## config.mk

```make
export PLATFORM = sky130hd
export DESIGN_NAME = muldiv_unit_flat
export DESIGN_NICKNAME = d
export VERILOG_FILES = /design/src/rtl/muldiv_unit_if.sv /design/src/rtl/muldiv_unit.sv /design/src/flat_wrapper.sv
export SDC_FILE = /design/constraint.sdc
export NUM_CORES = 1
export LEC_CHECK = 0
export ABC_AREA = 1
export CAP_MARGIN = 20
export CORE_MARGIN = 2
export CORE_UTILIZATION = 45
export DETAILED_ROUTE_END_ITERATION = 10
export PLACE_DENSITY = 0.75
export REMOVE_ABC_BUFFERS = 1
export SYNTH_ARGS = -nofsm -noshare
export SYNTH_HDL_FRONTEND = slang
export SYNTH_SLANG_ARGS = --single-unit
```

## constraint.sdc

```tcl
create_clock -name i_clk -period 7.7 [get_ports i_clk]
set_input_delay 0.77 -clock i_clk [delete_from_list [all_inputs] [get_ports i_clk]]
set_output_delay 0.77 -clock i_clk [all_outputs]
set_load 0.005 [all_outputs]
```

## src/rtl/muldiv_unit_if.sv

```systemverilog
// muldiv_unit_if: issue/result bundle between the execute stage and muldiv_unit.
// The execute stage drives the master side; the unit is the slave.
interface muldiv_unit_if #(
   parameter int WIDTH = 32
);
   logic             i_start;
   logic [1:0]       i_op;
   logic [WIDTH-1:0] i_a;
   logic [WIDTH-1:0] i_b;
   logic             i_hi_we;
   logic             i_lo_we;
   logic [WIDTH-1:0] i_wdata;
   logic             o_busy;
   logic             o_done;
   logic [WIDTH-1:0] o_hi;
   logic [WIDTH-1:0] o_lo;

   modport master (
      output i_start, i_op, i_a, i_b,
      output i_hi_we, i_lo_we, i_wdata,
      input  o_busy, o_done, o_hi, o_lo
   );

   modport slave (
      input  i_start, i_op, i_a, i_b,
      input  i_hi_we, i_lo_we, i_wdata,
      output o_busy, o_done, o_hi, o_lo
   );
endinterface

```

## src/rtl/muldiv_unit.sv

```systemverilog
// muldiv_unit: iterative MULT/MULTU/DIV/DIVU with HI/LO ownership.
// MULDIV_SIGNED_EN enables signed MULT/DIV; otherwise all ops are unsigned.
module muldiv_unit #(
   parameter int WIDTH = 32
) (
   input logic         i_clk,
   input logic         i_rst_n,
   muldiv_unit_if.slave bus
);

`ifdef MULDIV_SIGNED_EN
   localparam logic SGN_EN = 1'b1;
`else
   localparam logic SGN_EN = 1'b0;
`endif

   localparam int CW = $clog2(WIDTH);
   localparam logic [WIDTH-1:0] MIN = {1'b1, {(WIDTH-1){1'b0}}};
   localparam logic [WIDTH-1:0] ONE = WIDTH'(1);

   typedef enum logic [1:0] {IDLE, RUN, FIX} state_t;

   state_t           state;
   state_t           state_nx;
   logic [CW-1:0]    cnt;
   logic [1:0]       op;
   logic [WIDTH-1:0] a_raw;
   logic [WIDTH-1:0] b_mag;
   logic             neg_a;
   logic             neg_b;
   logic [WIDTH-1:0] acc_hi;
   logic [WIDTH-1:0] acc_lo;
   logic [WIDTH-1:0] hi_q;
   logic [WIDTH-1:0] lo_q;
   logic             done_q;

   logic             sgn_in;
   logic             sgn;
   logic [WIDTH-1:0] a_mag_in;
   logic [WIDTH-1:0] b_mag_in;
   logic [WIDTH:0]   mul_sum;
   logic [WIDTH:0]   div_sh;
   logic [WIDTH:0]   div_diff;
   logic [2*WIDTH-1:0] prod_neg;
   logic [WIDTH-1:0] fix_hi;
   logic [WIDTH-1:0] fix_lo;

   // Operand magnitudes at issue and one shift-add / restoring step.
   always_comb begin
      sgn_in   = SGN_EN & bus.i_op[0];
      sgn      = SGN_EN & op[0];
      a_mag_in = (sgn_in && bus.i_a[WIDTH-1]) ? -bus.i_a : bus.i_a;
      b_mag_in = (sgn_in && bus.i_b[WIDTH-1]) ? -bus.i_b : bus.i_b;
      mul_sum  = {1'b0, acc_hi} + (acc_lo[0] ? {1'b0, b_mag} : '0);
      div_sh   = {acc_hi, acc_lo[WIDTH-1]};
      div_diff = div_sh - {1'b0, b_mag};
      prod_neg = -{acc_hi, acc_lo};
   end

   // Final HI/LO value: special divide cases, then sign correction.
   always_comb begin
      fix_hi = acc_hi;
      fix_lo = acc_lo;
      if (op[1]) begin
         if (b_mag == '0) begin
            fix_hi = a_raw;
            fix_lo = '1;
         end else if (sgn && a_raw == MIN && neg_b && b_mag == ONE) begin
            fix_hi = '0;
            fix_lo = MIN;
         end else begin
            if (neg_a ^ neg_b) fix_lo = -acc_lo;
            if (neg_a)         fix_hi = -acc_hi;
         end
      end else if (neg_a ^ neg_b) begin
         {fix_hi, fix_lo} = prod_neg;
      end
   end

   // State register.
   always_ff @(posedge i_clk or negedge i_rst_n) begin
      if (!i_rst_n) state <= IDLE;
      else          state <= state_nx;
   end

   // Next-state logic.
   always_comb begin
      state_nx = state;
      unique case (state)
         IDLE:    if (bus.i_start) state_nx = RUN;
         RUN:     if (cnt == CW'(WIDTH-1)) state_nx = FIX;
         FIX:     state_nx = IDLE;
         default: state_nx = IDLE;
      endcase
   end

   // Datapath: operand capture, iteration, HI/LO write-back and MTHI/MTLO.
   always_ff @(posedge i_clk or negedge i_rst_n) begin
      if (!i_rst_n) begin
         cnt    <= '0;
         op     <= '0;
         a_raw  <= '0;
         b_mag  <= '0;
         neg_a  <= 1'b0;
         neg_b  <= 1'b0;
         acc_hi <= '0;
         acc_lo <= '0;
         hi_q   <= '0;
         lo_q   <= '0;
         done_q <= 1'b0;
      end else begin
         done_q <= 1'b0;
         unique case (state)
            IDLE: begin
               if (bus.i_hi_we) hi_q <= bus.i_wdata;
               if (bus.i_lo_we) lo_q <= bus.i_wdata;
               if (bus.i_start) begin
                  op     <= bus.i_op;
                  a_raw  <= bus.i_a;
                  b_mag  <= b_mag_in;
                  neg_a  <= sgn_in & bus.i_a[WIDTH-1];
                  neg_b  <= sgn_in & bus.i_b[WIDTH-1];
                  acc_hi <= '0;
                  acc_lo <= a_mag_in;
                  cnt    <= '0;
               end
            end
            RUN: begin
               cnt <= cnt + 1'b1;
               if (op[1]) begin
                  if (!div_diff[WIDTH]) acc_hi <= div_diff[WIDTH-1:0];
                  else                  acc_hi <= div_sh[WIDTH-1:0];
                  acc_lo <= {acc_lo[WIDTH-2:0], ~div_diff[WIDTH]};
               end else begin
                  acc_hi <= mul_sum[WIDTH:1];
                  acc_lo <= {mul_sum[0], acc_lo[WIDTH-1:1]};
               end
            end
            FIX: begin
               hi_q   <= fix_hi;
               lo_q   <= fix_lo;
               done_q <= 1'b1;
            end
            default: ;
         endcase
      end
   end

   assign bus.o_busy = (state != IDLE);
   assign bus.o_done = done_q;
   assign bus.o_hi   = hi_q;
   assign bus.o_lo   = lo_q;

endmodule

```

## src/flat_wrapper.sv

```systemverilog
// flat-port wrapper written by rule: the top's interface ports become plain ports
module muldiv_unit_flat 
#(
   parameter int WIDTH = 32
)
  (i_clk, i_rst_n, bus_i_start, bus_i_op, bus_i_a, bus_i_b, bus_i_hi_we, bus_i_lo_we, bus_i_wdata, bus_o_busy, bus_o_done, bus_o_hi, bus_o_lo);
  muldiv_unit_if #(.WIDTH(WIDTH)) bus_i ();
  input logic i_clk;
  input logic i_rst_n;
  input wire logic [$bits(bus_i.i_start)-1:0] bus_i_start;
  input wire logic [$bits(bus_i.i_op)-1:0] bus_i_op;
  input wire logic [$bits(bus_i.i_a)-1:0] bus_i_a;
  input wire logic [$bits(bus_i.i_b)-1:0] bus_i_b;
  input wire logic [$bits(bus_i.i_hi_we)-1:0] bus_i_hi_we;
  input wire logic [$bits(bus_i.i_lo_we)-1:0] bus_i_lo_we;
  input wire logic [$bits(bus_i.i_wdata)-1:0] bus_i_wdata;
  output wire logic [$bits(bus_i.o_busy)-1:0] bus_o_busy;
  output wire logic [$bits(bus_i.o_done)-1:0] bus_o_done;
  output wire logic [$bits(bus_i.o_hi)-1:0] bus_o_hi;
  output wire logic [$bits(bus_i.o_lo)-1:0] bus_o_lo;
  assign bus_i.i_start = bus_i_start;
  assign bus_i.i_op = bus_i_op;
  assign bus_i.i_a = bus_i_a;
  assign bus_i.i_b = bus_i_b;
  assign bus_i.i_hi_we = bus_i_hi_we;
  assign bus_i.i_lo_we = bus_i_lo_we;
  assign bus_i.i_wdata = bus_i_wdata;
  assign bus_o_busy = bus_i.o_busy;
  assign bus_o_done = bus_i.o_done;
  assign bus_o_hi = bus_i.o_hi;
  assign bus_o_lo = bus_i.o_lo;
  muldiv_unit #(.WIDTH(WIDTH)) u_core (.i_clk(i_clk), .i_rst_n(i_rst_n), .bus(bus_i));
endmodule
```

== After elaboration in Yosys (flattened, before gate mapping) ==
Cells that the tools add are included.
Storage, ports and cells
  output and inout bits: 66
  bits of input ports: 103
  logic and storage cells: 53
  flip-flop bits (word level): 202
Cells by class
  add/subtract/negate cells: 3
  bitwise logic cells: 1
  mux-type cells: 22
  eq/ne operators: 7
  reduce and logical (&&, ||, !) cells: 10
Operator list (number)
  2-to-1 mux 32 bit: 12
  one-hot mux 32 bit (2 select lines): 4
  adder 32 x 33 -> 33 bit: 1
  subtractor 33 x 32 -> 33 bit: 1
  zero test 32 bit: 1
  one-hot mux 5 bit (2 select lines): 1
  AND reduction 2 bit: 5
  != test 2 bit, second input constant: 3
  nonzero test 2 bit: 3
  adder 5 x 1 -> 5 bit, second input constant: 1
  == test 5 bit, second input constant: 1
  2-to-1 mux 5 bit: 1
  2-to-1 mux 2 bit: 2
  one-hot mux 2 bit (2 select lines): 1
  == test 2 x 1 -> 1 bit, second input constant: 1
  == test 2 bit, second input constant: 1
  zero test 2 bit: 1
  != test 2 x 1 -> 1 bit, second input constant: 1
  2-to-1 mux 1 bit: 1
  NOT 1 bit: 1

== Depth between registers and ports, before layout ==
  depth after elaboration: 4
  mapped depth: 22
  gate-level depth less buffers: 20

== Worst setup path before layout ==
OpenSTA, ideal clock, no wires.
  path type: register to register
  start: reg u_core.acc_lo[0]
  end: reg u_core.acc_hi[27]
  arrival: 2.473 ns
  slack: 5.110 ns
  stages on the path, launching flop included: 22
  period minus slack after synthesis: 2.590 ns
  cells stage by stage: dfrtp_1 > clkbuf_1 > clkbuf_1 > nand2_1 > inv_1 > ha_1 > inv_1 > fa_1 > inv_1 > nand3_1 > nand3_1 > nand2_1 > nand2_1 > nand2_1 > nand2_1 > nand2_1 > nand3_1 > nand2_1 > nor2_1 > nor2_1 > nand2_1 > nand2_1
Between the ends
  word-level cells in the longest chain between the ends: 4
Ends and longest elaborated chain
  from (decl): line muldiv_unit.sv:32  | logic [WIDTH-1:0] acc_lo;
  from (signal assigned): line muldiv_unit.sv:124  | acc_lo <= a_mag_in;
  from (signal assigned): line muldiv_unit.sv:133  | acc_lo <= {acc_lo[WIDTH-2:0], ~div_diff[WIDTH]};
  from (signal assigned): line muldiv_unit.sv:136  | acc_lo <= {mul_sum[0], acc_lo[WIDTH-1:1]};
  2-to-1 mux 32 bit: line muldiv_unit.sv:54  | mul_sum = {1'b0, acc_hi} + (acc_lo[0] ? {1'b0, b_mag} : '0);
  adder 32 x 33 -> 33 bit: line muldiv_unit.sv:54
  2-to-1 mux 32 bit: line muldiv_unit.sv:130  | if (op[1]) begin
  one-hot mux 32 bit (2 select lines): line muldiv_unit.sv:113  | unique case (state)
  to (signal assigned): line muldiv_unit.sv:131  | if (!div_diff[WIDTH]) acc_hi <= div_diff[WIDTH-1:0];
  to (signal assigned): line muldiv_unit.sv:132  | else acc_hi <= div_sh[WIDTH-1:0];
  to (signal assigned): line muldiv_unit.sv:135  | acc_hi <= mul_sum[WIDTH:1];
  to (decl): line muldiv_unit.sv:31  | logic [WIDTH-1:0] acc_hi;
No other way between the ends.
A chain may end at the register's enable or synchronous reset.

== Worst setup path after layout ==
  start: reg u_core.op[1]
  end: reg u_core.hi_q[6] (netlist: u_core.bus.o_hi[6])
Between the ends
  word-level cells in the longest chain between the ends: 2
Ends and longest elaborated chain
  from (decl): line muldiv_unit.sv:26  | logic [1:0] op;
  from (signal assigned): line muldiv_unit.sv:118  | op <= bus.i_op;
  2-to-1 mux 32 bit: line muldiv_unit.sv:64  | if (op[1]) begin
  one-hot mux 32 bit (2 select lines): line muldiv_unit.sv:113
  to (signal assigned): line muldiv_unit.sv:115  | if (bus.i_hi_we) hi_q <= bus.i_wdata;
  to (signal assigned): line muldiv_unit.sv:140  | hi_q <= fix_hi;
  to (decl): line muldiv_unit.sv:33  | logic [WIDTH-1:0] hi_q;
No other way between the ends.

==> results.toml <==
[worst_setup_path]
slowest_delay_ns = 0.71
critPathKind = "reg -> reg"
crit_chain = "buf_4 > buf_4 > nand2_1 > nor4_1 > nand4_1 > nor2_4 > buf_4 > nand2_1 > o211ai_1 > a21oi_1"
start_kind = "flop"
path_common_cell = "buf_4"
crit_path_top_delay_cell = "buf_4"
cp.arrival_ns = 3.73
worstPathRequired_ns = 8.07
crit_buf_inv = 3
cp_max_fo = 96
cpLargestDelayFamily = "buffers and inverters"
worstSetupPathDepth = 10
crit_path_end_kind = "flop"
worstRegToRegCells = 10

[clocking]
clkTransAtPathRegs_ns = 0.06
cts_made_buffers = 21
cts_sinks = 201
clk_path_buf_depth = 3
insertion_delay_ns = 0.50
h-tree-depth = 1
cts_resized = 0
post_cts_buffers = 0
cts_hold_buf = 0
cts_tree = "built"
root_buffer = "clkbuf_16"

[routing]
via_per_inst = 5.23
wl_mm = 47.0
drtAntennaViolNets = 0
drc_errors = 0
vias = 14700
firstDrtPassIters = 7
wire_per_inst_um = 16.6
first_iter_violations = 1188

[global_route]
grt_max_degree = 97
met3_usage_pct = 2.77
grt_util_met1_pct = 38.6
grt_pass1_vias = 14200
grt_pass1_wl_mm = 74.9
grt_usage_pct = 27.4
antenna_found_initial = 0
gr-max-usage-layer = "met2"
grt_overflow = 0
grt.met2_usage_pct = 45.7

[floorplan]
dieHeight_um = 185
die-area_sq_mm = 0.0342
core_area_sq_mm = 0.0324
num_rows = 66
start_util_pct = 45.5
fp.dieW_um = 185
ios = 169

[power]
power_density_mw_per_mm2 = 533
irDropWorstVdd_mv = 0.184
power_leakage_nw = 8.91
totalPowerFinal_w = 0.00931

[layout]
areaGrowthSynthToFinish_pct = 18.5
diodes = 0
final_nets = 2536
drive_gt1_share_pct = 5.42
final_cell_mix = "nand2_1 (750), inv_1 (338), dfrtp_1 (200), nor2_1 (184), clkdlybuf4s50_1 (166)"
final_common_cell = "nand2_1"

[timing]
slew_headroom_pct = 36.0
tightest_slew_ns = 0.961
hold_viol_final = 0
whs_ns = 0.248
rsz0062_at_grt = "false"
period_needed_ns = 3.35
final.period_utilization_pct = 43.5
finClkSkew_ns = 0.00797
drv_slew = 0
setup_viol = 0
clock.fmax_ghz = 0.298
setup_slack_ns = 4.35
fin_tns_setup_ns = 0

[yosys]
synth_fa_ha_area_share_pct = 5.87
ys_ff_latch = 201
synth_cells = 2244
ys_seq_area_share_pct = 34.1
synth_top_area_share_pct = 34.1
yosys.area_share.simple_pct = 31.9
synth.mux.area_fraction_pct = 0
avgSynthCellArea_sq_um = 6.57
mappedNetlistArea_sq_mm = 0.0147
synth_area_leaders = "dfrtp_1 (34%), nand2_1 (19%), inv_1 (8.6%)"
async_flop_share_pct = 100
synth_compound_area_share_pct = 14.8
synth_top_family_by_area = "simple AND/OR/NAND/NOR gates"
ys_types = 45
synth_xor_area_share_pct = 1.66
synth-edff-count = 0
yosysTopAreaCell = "dfrtp_1"
synthFlopType = "dfrtp_1"
yosys_warnings = 0

[run_status]
status = "completed"

[run]
maxCapViolations = 0

[place]
gp_congestion = 0.942
place_hpwl_mm = 35.8
pre_cts_ws_ns = 4.37
io_buffer_count = 167

[worst_hold_path]
holdCritPathClass = "in -> async"
-- cell usage after synthesis, drive strengths merged (26+ instances only) --
cell      n
nand2   784
o21ai   149
nor2    192
buf      26
nand3   105
clkbuf   59
a31oi    32
dfrtp   201
o211ai   60
a21oi   125
inv     349
ha       66
-- sequential cells by signal (all words and copies together), names as in the netlist --
| signal | flops |
|---|---|
| u_core.bus.o_lo | 32 |
| u_core.op | 1 |
| u_core.acc_hi | 32 |
| u_core.a_raw | 32 |
| u_core.acc_lo | 32 |
| u_core.cnt | 5 |
| u_core.b_mag | 32 |
| u_core.bus.o_done | 1 |
| u_core.bus.o_hi | 32 |
| u_core.state | 2 |
-- metal layers --
metal	vias to the layer above	share of wire [%]	wire, um
met5	-	0	0
met4	0	1.9	881
met3	58	6.2	2930
met2	466	46	21600
met1	6881	46	21600
li1	7344	-	-
-- power by group --
group | switching (W) | internal [W]
clock | 0.000422 | 0.000617
sequential | 0.000543 | 0.00160
combinational | 0.00389 | 0.00223
-- final cells by class --
class | count | area, sq um
fill | 3220 | 14900
multi-input combinational | 1608 | 8030
sequential | 201 | 5030
timing repair buffer | 183 | 1850
inverter | 350 | 1320
clock buffer | 32 | 617
tap | 442 | 553
clock inverter | 5 | 75.1
-- logic make-up (layout without fill, tap and decap cells) --
family          Yosys count  count (layout)
compound gates          383             383
fa+ha+maj                68              68
xor+xnor                 28              28
buf+inv                 435             570
simple gates           1129            1129
flops                   201             201
-- worst paths after layout --
check,startpoint,endpoint,slack (ns)
max in group asynchronous,i_rst_n,u_core.acc_lo[9]$_DFFE_PN0P_,6.08
setup reg to reg,u_core.op[1]$_DFFE_PN0P_,u_core.bus.o_hi[6]$_DFFE_PN0P_,4.35
setup / recovery,u_core.op[1]$_DFFE_PN0P_,u_core.bus.o_hi[6]$_DFFE_PN0P_,4.35
hold / removal,i_rst_n,u_core.b_mag[3]$_DFFE_PN0P_,0.25
min in group i_clk,u_core.a_raw[0]$_DFFE_PN0P_,u_core.a_raw[0]$_DFFE_PN0P_,0.52
hold reg to reg,u_core.a_raw[0]$_DFFE_PN0P_,u_core.a_raw[0]$_DFFE_PN0P_,0.52
-- metrics by stage --
step           area [sq um]  utilization (%)  cells
3_3_place_gp          16700             51.6   2781
4_1_cts               17400             53.8   2819
2_1_floorplan         14300                -   2159
5_1_grt               17500             54.0   2821
3_5_place_dp          16700             51.7   2782
6_report              17500             54.0   2821
(Power assumes the default switching activity.)
